### src/rtl/snes_controller_device.sv
`default_nettype none
// ============================================================================
//  Module      : snes_controller_device
//  Description : Console-facing SNES gamepad emulator. It synchronizes the
//                host latch and shift clock, snapshots the button vector and
//                shifts it out active-low, one bit per data_clk rise.
//  Revision    : 1.0 - initial release
// ============================================================================
module snes_controller_device #(
  parameter int SNES_BUTTON_COUNT = 12,
  parameter int FRAME_BITS        = 16,
  parameter int SYNC_STAGES       = 2
) (
  input  logic                         clk,
  input  logic                         rst_n,
  input  logic                         data_latch,
  input  logic                         data_clk,
  input  logic [SNES_BUTTON_COUNT-1:0] button_state,
  output logic                         serial_out,
  output logic                         frame_active,
  output logic                         frame_done
);

  localparam logic [1:0] c_IDLE  = 2'd0;
  localparam logic [1:0] c_LOAD  = 2'd1;
  localparam logic [1:0] c_SHIFT = 2'd2;
  localparam logic [1:0] c_DONE  = 2'd3;

  localparam logic [4:0] c_LAST_BIT = 5'(FRAME_BITS - 1);
  localparam logic [4:0] c_FULL     = 5'(FRAME_BITS);

  logic [SYNC_STAGES-1:0] r_latch_sync;
  logic [SYNC_STAGES-1:0] r_clk_sync;
  logic                   r_clk_prev;
  logic [1:0]             r_state;
  logic [FRAME_BITS-1:0]  r_sr;
  logic [4:0]             r_bit_cnt;
  logic                   r_frame_active;
  logic                   r_frame_done;

  logic                   w_latch_lvl;
  logic                   w_clk_rise;
  logic [FRAME_BITS-1:0]  w_load_val;

  // A level-high latch outside LOAD is always a fresh rise, since LOAD is
  // only left once the synchronized latch has dropped.
  assign w_latch_lvl = r_latch_sync[SYNC_STAGES-1];
  assign w_clk_rise  = r_clk_sync[SYNC_STAGES-1] & ~r_clk_prev;
  assign w_load_val  = {{(FRAME_BITS-SNES_BUTTON_COUNT){1'b1}}, ~button_state};

  always_ff @(posedge clk or negedge rst_n) begin
    if (!rst_n) begin
      r_latch_sync <= '0;
      r_clk_sync   <= '0;
      r_clk_prev   <= 1'b0;
    end else begin
      r_latch_sync <= {r_latch_sync[SYNC_STAGES-2:0], data_latch};
      r_clk_sync   <= {r_clk_sync[SYNC_STAGES-2:0], data_clk};
      r_clk_prev   <= r_clk_sync[SYNC_STAGES-1];
    end
  end

  always_ff @(posedge clk or negedge rst_n) begin
    if (!rst_n) begin
      r_state        <= c_IDLE;
      r_sr           <= '1;
      r_bit_cnt      <= '0;
      r_frame_active <= 1'b0;
      r_frame_done   <= 1'b0;
    end else begin
      r_frame_done <= 1'b0;
      case (r_state)
        c_IDLE: begin
          if (w_latch_lvl) begin
            r_state   <= c_LOAD;
            r_sr      <= w_load_val;
            r_bit_cnt <= '0;
          end
        end
        c_LOAD: begin
          r_bit_cnt <= '0;
          if (!w_latch_lvl) begin
            r_state        <= c_SHIFT;
            r_frame_active <= 1'b1;
          end else begin
            r_sr <= w_load_val;
          end
        end
        c_SHIFT: begin
          // Latch has priority over a coincident shift strobe.
          if (w_latch_lvl) begin
            r_state        <= c_LOAD;
            r_sr           <= w_load_val;
            r_bit_cnt      <= '0;
            r_frame_active <= 1'b0;
          end else if (w_clk_rise) begin
            r_sr <= {1'b1, r_sr[FRAME_BITS-1:1]};
            if (r_bit_cnt != c_FULL) begin
              r_bit_cnt <= r_bit_cnt + 5'd1;
            end
            if (r_bit_cnt == c_LAST_BIT) begin
              r_state        <= c_DONE;
              r_frame_done   <= 1'b1;
              r_frame_active <= 1'b0;
            end
          end
        end
        c_DONE: begin
          if (w_latch_lvl) begin
            r_state   <= c_LOAD;
            r_sr      <= w_load_val;
            r_bit_cnt <= '0;
          end
        end
        default: r_state <= c_IDLE;
      endcase
    end
  end

  always_comb begin
    serial_out = 1'b1;
    case (r_state)
      c_LOAD, c_SHIFT: serial_out = r_sr[0];
      c_DONE:          serial_out = 1'b0;
      default:         serial_out = 1'b1;
    endcase
  end

  assign frame_active = r_frame_active;
  assign frame_done   = r_frame_done;

endmodule
`default_nettype wire
### config.mk
export PLATFORM = sky130hd
export DESIGN_NAME = snes_controller_device
export DESIGN_NICKNAME = d
export VERILOG_FILES = /design/src/rtl/snes_controller_device.sv
export SDC_FILE = /design/constraint.sdc
export NUM_CORES = 1
export LEC_CHECK = 0
export ABC_AREA = 0
export BUFFER_PORTS_ARGS = -buffer_cell sky130_fd_sc_hd__buf_4
export CORE_MARGIN = 4
export CORE_UTILIZATION = 59
export DETAILED_ROUTE_END_ITERATION = 16
export HOLD_SLACK_MARGIN = 0.03
export MAX_ROUTING_LAYER = met4
export PLACE_DENSITY = 0.88
export SLEW_MARGIN = 30
export SYNTH_ARGS = -nofsm -noshare
export SYNTH_HDL_FRONTEND = slang
export SYNTH_SLANG_ARGS = --single-unit
### constraint.sdc
create_clock -name clk -period 4.2 [get_ports clk]
set_input_delay 0.42 -clock clk [delete_from_list [all_inputs] [get_ports clk]]
set_output_delay 0.42 -clock clk [all_outputs]
set_load 0.005 [all_outputs]
==> results.cfg, run 1 <==
[floorplanning]
core_area_sq_mm = 0.00202
die_area_sq_mm = 0.00301
die_h_microns = 54.9
start_util_pct = 64.2
rows = 16
ios = 19
die_w_microns = 54.9

[power]
power_frac_seq_pct = 49.6
swShare_pct = 35.2
peakVddDrop_mv = 0.411
comb_power_share_pct = 35.4
fin_total_pwr_mw = 0.698
intPower_mw = 0.452
pwr-share-clk_pct = 15.0
powerDensity_mw_per_mm2 = 475
p_switching_mw = 0.246
total_leakage_power_nw = 0.667

[clocking]
post_cts_buffers = 0
cts_buffer_depth = 2
tritoncts = done
cts_num_sinks = 26
htree_levels = 1
cts.clk_slew.worst_paths_ps = 140
cts_root_buf = clkbuf_4
worstSkewPairLatency_ps = 310
numCtsBuffers = 3

[synthesis]
synth_cell_type_count = 32
synth_edf_count = 0
syn-num-nets = 161
synth_top_cell_by_area = dfrtp_1
synth_ff_type = dfrtp_1
synth.area.top_cells = dfrtp_1 (27%), dfstp_2 (24%), ha_1 (6.8%), a21oi_1 (6.6%), o21ai_0 (6.2%)
yosys_warnings = 0
syn_area_per_cell_sq_um = 9.40
synthTopCellsByCount = nand2_1 (18), a21oi_1 (17), o21ai_0 (16)
async_flop_share_pct = 100
synth_top_area_share_pct = 27.0
yosysMostFrequentCell = nand2_1
synth_area_sq_mm = 0.00130
ys_seq_area_share_pct = 51.3
synth.ff_latch_count = 26
synthCells = 138

[placed_design]
portBuffers = 18
post-place-cells = 175
place_hpwl_microns = 1720
dpl_cell_area_sq_mm = 0.00143
place_congestion = 0.870

[worst_setup_path]
cp_data_required_time_ps = 3780
critPathSlowestCell = ha_1
critPathLaunchType = flip-flop
path_buf_inv = 2
crit_fanout = 9
crit_chain = inv_1, ha_1, nor2_1, a21oi_1, buf_4
max_stage_delay_ps = 450
end_kind = output pin
critical-path-top-delay-family = adder cells
cp.arrival_ps = 1650
path_class = flip-flop to output pin

[layout]
fin_nets = 177
design_area_sq_mm = 0.00147
antenna_cells = 0
synthToLayoutAreaGrowth_pct = 13.2
drive_gt1_share_pct = 23.5
stdcell_count = 180

[timing]
hold_slack_ps = 199
max_freq_ghz = 0.483
rsz0062_at_grt = no
final_hold_viol_count = 0
finalSetupViolCount = 0
tns_ps = 0
timing.final.crit_share_pct = 49.3
slew_headroom_pct = 55.6
worst_slew_pin_slew_ps = 665
min_period_ps = 2070
final_max_slew_viol_count = 0
fin_skew_ps = 10.4

[global_routing]
antenna_found_initial = 0
grt_max_degree = 27
first_global_vias = 970
grt_remaining_overflow = 0
grtUsageTotal_pct = 19.4
grt_pass1_wl_microns = 4060

[route]
drt_wl_total_microns = 2350
ant_nets = 0
first_pass_iters = 4
wl_per_cell_microns = 13.0
drt_iter0_drc = 8
via_per_inst = 5.41
vias = 973
drc = 0

[min_path]
min_path_type = primary input to flip-flop

[status]
outcome = finished clean

[job]
drv_cap = 0
==> metrics by stage <==
stage / util (%) / setup WS [ps]
detailed placement: 70.9 / 2190
global placement: 70.9 / 2290
CTS: 72.6 / 2150
global route: 72.6 / 1870
floorplan: - / 2460
finish: 72.6 / 2130
==> registers in the layout (all words and copies together), names as in the netlist <==
register,flops
r_latch_sync,2
r_sr,12
r_state,2
frame_done,1
r_clk_sync,2
frame_active,1
r_bit_cnt,5
r_clk_prev,1
==> final timing paths <==
check                                            endpoint  cells after the start  slack (ps)                 startpoint
worst min register to register  r_latch_sync[1]$_DFF_PN0_                      0         370  r_latch_sync[0]$_DFF_PN0_
worst min-delay path            r_latch_sync[0]$_DFF_PN0_                      1         200                 data_latch
worst max register to register        r_sr[0]$_DFFE_PN1P_                      6        2160     r_state[0]$_DFFE_PN0P_
min in group asynchronous        r_bit_cnt[0]$_DFFE_PN0P_                      2         520                      rst_n
worst max-delay path                           serial_out                      5        2130     r_state[0]$_DFFE_PN0P_
max in group asynchronous             r_sr[2]$_DFFE_PN1P_                      2        3380                      rst_n
==> power groups by stage <==
stage / Sequential, mW / Clock (mW) / Combinational (mW)
after floorplan: 0.341 / 0 / 0.178
after global placement: 0.346 / 0 / 0.231
after detailed placement: 0.350 / 0 / 0.247
after global routing: 0.353 / 0.117 / 0.289
after CTS: 0.346 / 0.108 / 0.248
final: 0.346 / 0.104 / 0.247
==> layer usage <==
metal | track usage [%] | part of all wire (%) | up-vias
met4 | 10.1 | 1.4 | 0
li1 | - | - | 506
met2 | 31.3 | 50 | 16
met3 | 2.95 | 4.0 | 4
met5 | - | 0 | -
met1 | 23.7 | 44 | 447
==> layout by cell type (no fill, tap or decap), types with 2 or more instances in the layout <==
cell type / Yosys / final
o21ai_0: 16 / 16
buf_4: 0 / 18
clkbuf_4: 0 / 3
nand2_1: 18 / 18
inv_1: 7 / 7
dfrtp_1: 14 / 14
a21oi_1: 17 / 17
a31oi_1: 2 / 2
a21o_1: 2 / 2
dfstp_2: 12 / 12
ha_1: 7 / 7
nor2_1: 15 / 15
==> final cells by class <==
class	count	area, sq um
inverters	7	26.3
multi-input cells	97	572
clock buffers	3	22.5
clock inverters	1	3.75
well taps	27	33.8
fillers	149	553
flip-flops and latches	26	666
repair buffers	19	145
==> timing repair <==
item / CTS / global route
endpoints found under the hold margin: 14 / 0
gates resized for setup: 0 / 0
hold buffers: 1 / 0
==> cell families after synthesis <==
group / synth area share [%]
AO/OA/AOI/OAI: 17.8
multiplexers: 0.771
buffers and inverters: 4.63
flip-flops: 51.3
XOR/XNOR: 0.675
AND/OR/NAND/NOR: 18.0
adder cells (fa/ha/maj): 6.75
Power figures use the tool's default switching activity.
==> inputs of run 2 (changes only) <==
--- a/config.mk
+++ b/config.mk
@@ -8,11 +8,11 @@
 export ABC_AREA = 0
 export BUFFER_PORTS_ARGS = -buffer_cell sky130_fd_sc_hd__buf_4
 export CORE_MARGIN = 4
-export CORE_UTILIZATION = 59
+export CORE_UTILIZATION = 50
 export DETAILED_ROUTE_END_ITERATION = 16
 export HOLD_SLACK_MARGIN = 0.03
 export MAX_ROUTING_LAYER = met4
-export PLACE_DENSITY = 0.88
+export PLACE_DENSITY = 0.8
 export SLEW_MARGIN = 30
 export SYNTH_ARGS = -nofsm -noshare
 export SYNTH_HDL_FRONTEND = slang
==> constraint.sdc (replaced) <==
create_clock -name clk -period 1.8 [get_ports clk]
set_input_delay 0.18 -clock clk [delete_from_list [all_inputs] [get_ports clk]]
set_output_delay 0.18 -clock clk [all_outputs]
set_load 0.005 [all_outputs]
==> run 2 against run 1 <==
  * Clock skew is 3.5 ps higher
  * Non-clock buffer count rose by 10
  * Clock power grew to 2.8 times the previous value
  * Global-route usage down 3.9 points
  * Via count rose by 2.7%
  * Die area rose by 15%
  * Combinational power rose to 2.7 times the previous value
  * Flip-flop and latch count unchanged
  * Worst setup slack worse by 2000 ps
  * Sequential power up 130%
  * Critical path depth is 1 higher
  * Largest power group unchanged
==> results.cfg, run 2 (same netlist as run 1, synthesis figures left out) <==
[layout]
fin_nets = 187
design_area_sq_mm = 0.00157
antenna_cells = 0
final_cell_mix = buf_4 (25), nand2_1 (18), a21oi_1 (17)
top_register = r_sr
final_common_cell = buf_4
stdcell_count = 193
drive_gt1_share_pct = 27.6
n_fill_cell = 207
top_regs = r_sr: 12 flops, r_bit_cnt: 5 flops
synthToLayoutAreaGrowth_pct = 21.1
largest_reg_flops = 12

[route]
drt_iter0_drc = 17
wl_per_cell_microns = 12.8
drt_wl_total_microns = 2470
first_pass_iters = 4
drc = 0
via_per_inst = 5.18
vias = 999
ant_nets = 0

[timing]
finalSetupViolCount = 0
worst_slew_pin_slew_ps = 391
min_period_ps = 1720
max_freq_ghz = 0.583
slew_headroom_pct = 74.0
timing.final.crit_share_pct = 95.3
final_max_slew_viol_count = 0
final_hold_viol_count = 0
fin_skew_ps = 13.9
rsz0062_at_grt = no

[floorplanning]
start_util_pct = 52.4
rows = 18
ios = 19
core_area_sq_mm = 0.00248
die_h_microns = 58.9
die_w_microns = 58.9
die_area_sq_mm = 0.00347

[worst_setup_path]
critPathLaunchType = flip-flop
r2r_start = r_bit_cnt[0]$_DFFE_PN0P_
startpoint = r_bit_cnt[0]$_DFFE_PN0P_
reg2reg_to = r_bit_cnt[4]$_DFFE_PN0P_
cp_data_required_time_ps = 2040
crit_end = r_bit_cnt[4]$_DFFE_PN0P_
reg2reg_depth = 6
rrSetupSlack_ps = 80
crit_fanout = 5
end_kind = flip-flop
path_class = flip-flop to flip-flop
cp.arrival_ps = 1950

[global_routing]
grtUsageTotal_pct = 15.6
busiest_layer = met2
first_global_vias = 996
grt_max_degree = 27
met2_usage_pct = 26.3
antenna_found_initial = 0
grt_remaining_overflow = 0
grt_pass1_wl_microns = 4080
grt_use_met1_pct = 19.0
grtUsageMet3_pct = 2.63

[clocking]
cts_root_buf = clkbuf_4
numCtsBuffers = 3
cts.clk_slew.worst_paths_ps = 150
tritoncts = done
htree_levels = 1
cts_buffer_depth = 2
worstSkewPairLatency_ps = 310
cts_num_sinks = 26

[min_path]
min_path_type = primary input to flip-flop

[job]
drv_cap = 0

[power]
fin_total_pwr_mw = 1.76
peakVddDrop_mv = 0.693
total_leakage_power_nw = 0.719
powerDensity_mw_per_mm2 = 1120

[placed_design]
portBuffers = 18
place_congestion = 0.823
post-place-cells = 183
place_hpwl_microns = 1780
dpl_cell_area_sq_mm = 0.00147

[status]
outcome = finished clean
run 2: area by class of cell:
type / instances / area, sq um / share of cell area [%]
clock buffer: 4 / 36.3 / 2.31
tap: 30 / 37.5 / 2.39
inverter: 7 / 26.3 / 1.67
timing repair buffer: 29 / 228 / 14.5
multi-input combinational: 97 / 578 / 36.8
sequential: 26 / 666 / 42.4
run 2: worst min-delay path by stage:
stage                                from                  endpoint  slack, ps  cells after the start
final                     button_state[4]       r_sr[4]$_DFFE_PN1P_         80                      4
after global routing      button_state[0]       r_sr[0]$_DFFE_PN1P_        100                      4
after CTS                 button_state[4]       r_sr[4]$_DFFE_PN1P_         80                      4
after detailed placement            rst_n    r_state[0]$_DFFE_PN0P_        100                      1
after global placement              rst_n    r_state[0]$_DFFE_PN0P_        100                      1
after floorplan                     rst_n  frame_active$_DFFE_PN0P_       -120                      0
run 2: timing repair:
action / in CTS / in global routing
hold endpoints to repair: 29 / 0
setup buffers: 0 / 2
setup endpoints to repair: 1 / 4
resized for setup: 1 / 1
hold buffers: 4 / 0
run 2: metal layers:
metal / wire (microns) / part of all wire [%] / vias up
li1: - / - / 519
met1: 1100 / 44 / 458
met2: 1260 / 51 / 16
met3: 73 / 3.0 / 6
met4: 42 / 1.7 / 0
met5: 0 / 0 / -
run 2: worst max-delay path: stages, from the launching register on:
cell	delay (ps)
dfrtp_1	440
ha_1	230
and3_1	190
ha_1	300
a2111oi_2	250
o21ai_1	110
a21oi_1	140
run 2: power by group:
group          switching (mW)  internal (mW)
sequential             0.0716          0.731
combinational           0.357          0.314
clock                   0.166          0.123
run 2: through the flow:
step | utilization (%) | setup TNS, ps | hold WS (ps) | worst slack [ps]
3_3_place_gp | 59.5 | 0 | 100 | 151
4_1_cts | 62.6 | 0 | 79.0 | 5.12
2_1_floorplan | - | 0 | -116 | 59.4
3_5_place_dp | 59.5 | -21.0 | 101 | -21.0
6_report | 63.4 | 0 | 80.9 | 84.8
5_1_grt | 63.4 | 0 | 98.1 | 6.33
==> inputs of run 3 (changes only) <==
--- a/config.mk
+++ b/config.mk
@@ -12,7 +12,7 @@
 export DETAILED_ROUTE_END_ITERATION = 16
 export HOLD_SLACK_MARGIN = 0.03
 export MAX_ROUTING_LAYER = met4
-export PLACE_DENSITY = 0.8
+export PLACE_DENSITY = 0.74
 export SLEW_MARGIN = 30
 export SYNTH_ARGS = -nofsm -noshare
 export SYNTH_HDL_FRONTEND = slang
==> run 3 against run 2 <==
  * Clock power grew 2%
  * Final cell count shrank 0.52%
  * Worst hold slack lost 8.8 ps
  * Non-clock buffer count shrank 1
  * Flip-flop and latch count is the same
  * Critical path type unchanged
  * Largest power group unchanged
  * Highest routed layer unchanged
==> results.cfg, run 3 (same netlist as run 1, synthesis figures left out) <==
[status]
outcome = finished clean

[placed_design]
place_hpwl_microns = 1790
place_congestion = 0.798
portBuffers = 18
dpl_cell_area_sq_mm = 0.00148
post-place-ws_ps = 37.0

[route]
drc = 0
ant_nets = 0
first_pass_iters = 4
wl_met2_microns = 1340
highest_layer = met4
vias = 1037
wl_per_cell_microns = 13.3
drt_wl_total_microns = 2550
drt_iter0_drc = 55
m1WireLength_microns = 1080
routed-wl-met3_microns = 56
via_per_inst = 5.40

[layout]
drive_gt1_share_pct = 28.4
fin_nets = 186
antenna_cells = 0
top_regs = r_sr: 12 flops, r_bit_cnt: 5 flops
design_area_sq_mm = 0.00159
final_common_cell = buf_4
fin_util_pct = 64.3
largest_reg_flops = 12
final_cell_mix = buf_4 (22), nand2_1 (18), a21oi_1 (17)
top_register = r_sr
synthToLayoutAreaGrowth_pct = 22.8

[worst_setup_path]
path_buf_inv = 0
crit_fanout = 5
path_class = flip-flop to flip-flop
reg2reg_to = r_bit_cnt[4]$_DFFE_PN0P_
cp.arrival_ps = 1950
rrSetupSlack_ps = 100
max_stage_delay_ps = 440
critPathLaunchType = flip-flop
critPathSlowestCell = dfrtp_1
r2r_start = r_bit_cnt[0]$_DFFE_PN0P_
cp_data_required_time_ps = 2050
crit_chain = ha_1, and3_1, ha_1, a2111oi_2, o21ai_1, a21oi_1
critical-path-top-delay-family = adder cells
end_kind = flip-flop
reg2reg_depth = 6
path_common_cell = ha_1

[timing]
max_freq_ghz = 0.589
final_hold_viol_count = 0
min_period_ps = 1700
timing.final.crit_share_pct = 94.3
worst_slew_pin_slew_ps = 404
final_max_slew_viol_count = 0
slew_headroom_pct = 73.1
fin_skew_ps = 7.58
postLayoutSetupSlackWorst_ps = 103
finalSetupViolCount = 0

[min_path]
min_path_cells = 4
whs_endpoint = r_sr[5]$_DFFE_PN1P_
min_path_type = primary input to flip-flop
min-delay-start = button_state[5]

[clocking]
tritoncts = done
cts_num_sinks = 26
htree_levels = 1
cts_buffer_depth = 2
cts_root_buf = clkbuf_4
cts.clk_slew.worst_paths_ps = 140
worstSkewPairLatency_ps = 320
numCtsBuffers = 3

[job]
drv_cap = 0

[floorplanning]
die_area_sq_mm = 0.00347
ios = 19
rows = 18
die_h_microns = 58.9
die_w_microns = 58.9
start_util_pct = 52.4
core_area_sq_mm = 0.00248

[global_routing]
grt_pass1_wl_microns = 4370
first_global_vias = 1045
grt_max_degree = 27
grt_remaining_overflow = 0
antenna_found_initial = 0
grtUsageTotal_pct = 17.1

[power]
fin_total_pwr_mw = 1.83
total_leakage_power_nw = 0.718
powerDensity_mw_per_mm2 = 1150
peakVddDrop_mv = 0.723
==> run 3: area by class of cell <==
cell class / instances / area [sq um]
inverter: 7 / 26.3
clock buffer: 4 / 36.3
sequential: 26 / 666
timing repair buffer: 28 / 236
multi-input combinational: 97 / 591
fill: 201 / 885
tap: 30 / 37.5
==> run 3: worst register-to-register path: stages, from the launching register on <==
cell	delay (ps)
dfrtp_1	440
ha_1	240
and3_1	190
ha_1	290
a2111oi_2	240
o21ai_1	90
a21oi_1	140
==> run 3: layer usage <==
| layer | vias to the layer above | global-route usage, % |
|---|---|---|
| li1 | 515 | - |
| met1 | 496 | 19.9 |
| met2 | 19 | 29.3 |
| met3 | 7 | 1.97 |
| met4 | 0 | 7.77 |
| met5 | - | - |
==> run 3: through the flow <==
step           instances  hold slack (ps)  setup TNS [ps]
3_3_place_gp         182             99.6               0
5_1_grt              192             81.4           -34.4
3_5_place_dp         182              104               0
4_1_cts              190             60.0               0
2_1_floorplan        138             -116               0
6_report             192             72.0               0
==> run 3: timing repair <==
action,4_1_cts,5_1_grt
buffers inserted,0,2
setup endpoints to repair,0,4
endpoints found under the hold margin,29,0
gates resized for setup,0,5
hold buffers,4,0
==> run 3: power breakdown <==
part	total, mW	internal (mW)	leakage [nW]	switching [mW]
Combinational	0.720	0.342	0.397	0.378
Clock	0.296	0.124	0.0210	0.173
Sequential	0.810	0.731	0.299	0.0797
Total	1.83	1.20	0.718	0.630
==> run 3: worst max path at each step <==
stage                     cells past startpoint  slack [ps]                       end                     start
after floorplan                               6          60  r_bit_cnt[2]$_DFFE_PN0P_    r_state[0]$_DFFE_PN0P_
after global placement                        5         140  r_bit_cnt[2]$_DFFE_PN0P_    r_state[0]$_DFFE_PN0P_
after detailed placement                      6          40  r_bit_cnt[4]$_DFFE_PN0P_  r_bit_cnt[0]$_DFFE_PN0P_
after CTS                                     6          40                serial_out    r_state[0]$_DFFE_PN0P_
after global routing                          6         -30  r_bit_cnt[4]$_DFFE_PN0P_  r_bit_cnt[0]$_DFFE_PN0P_
final                                         6         100  r_bit_cnt[4]$_DFFE_PN0P_  r_bit_cnt[0]$_DFFE_PN0P_
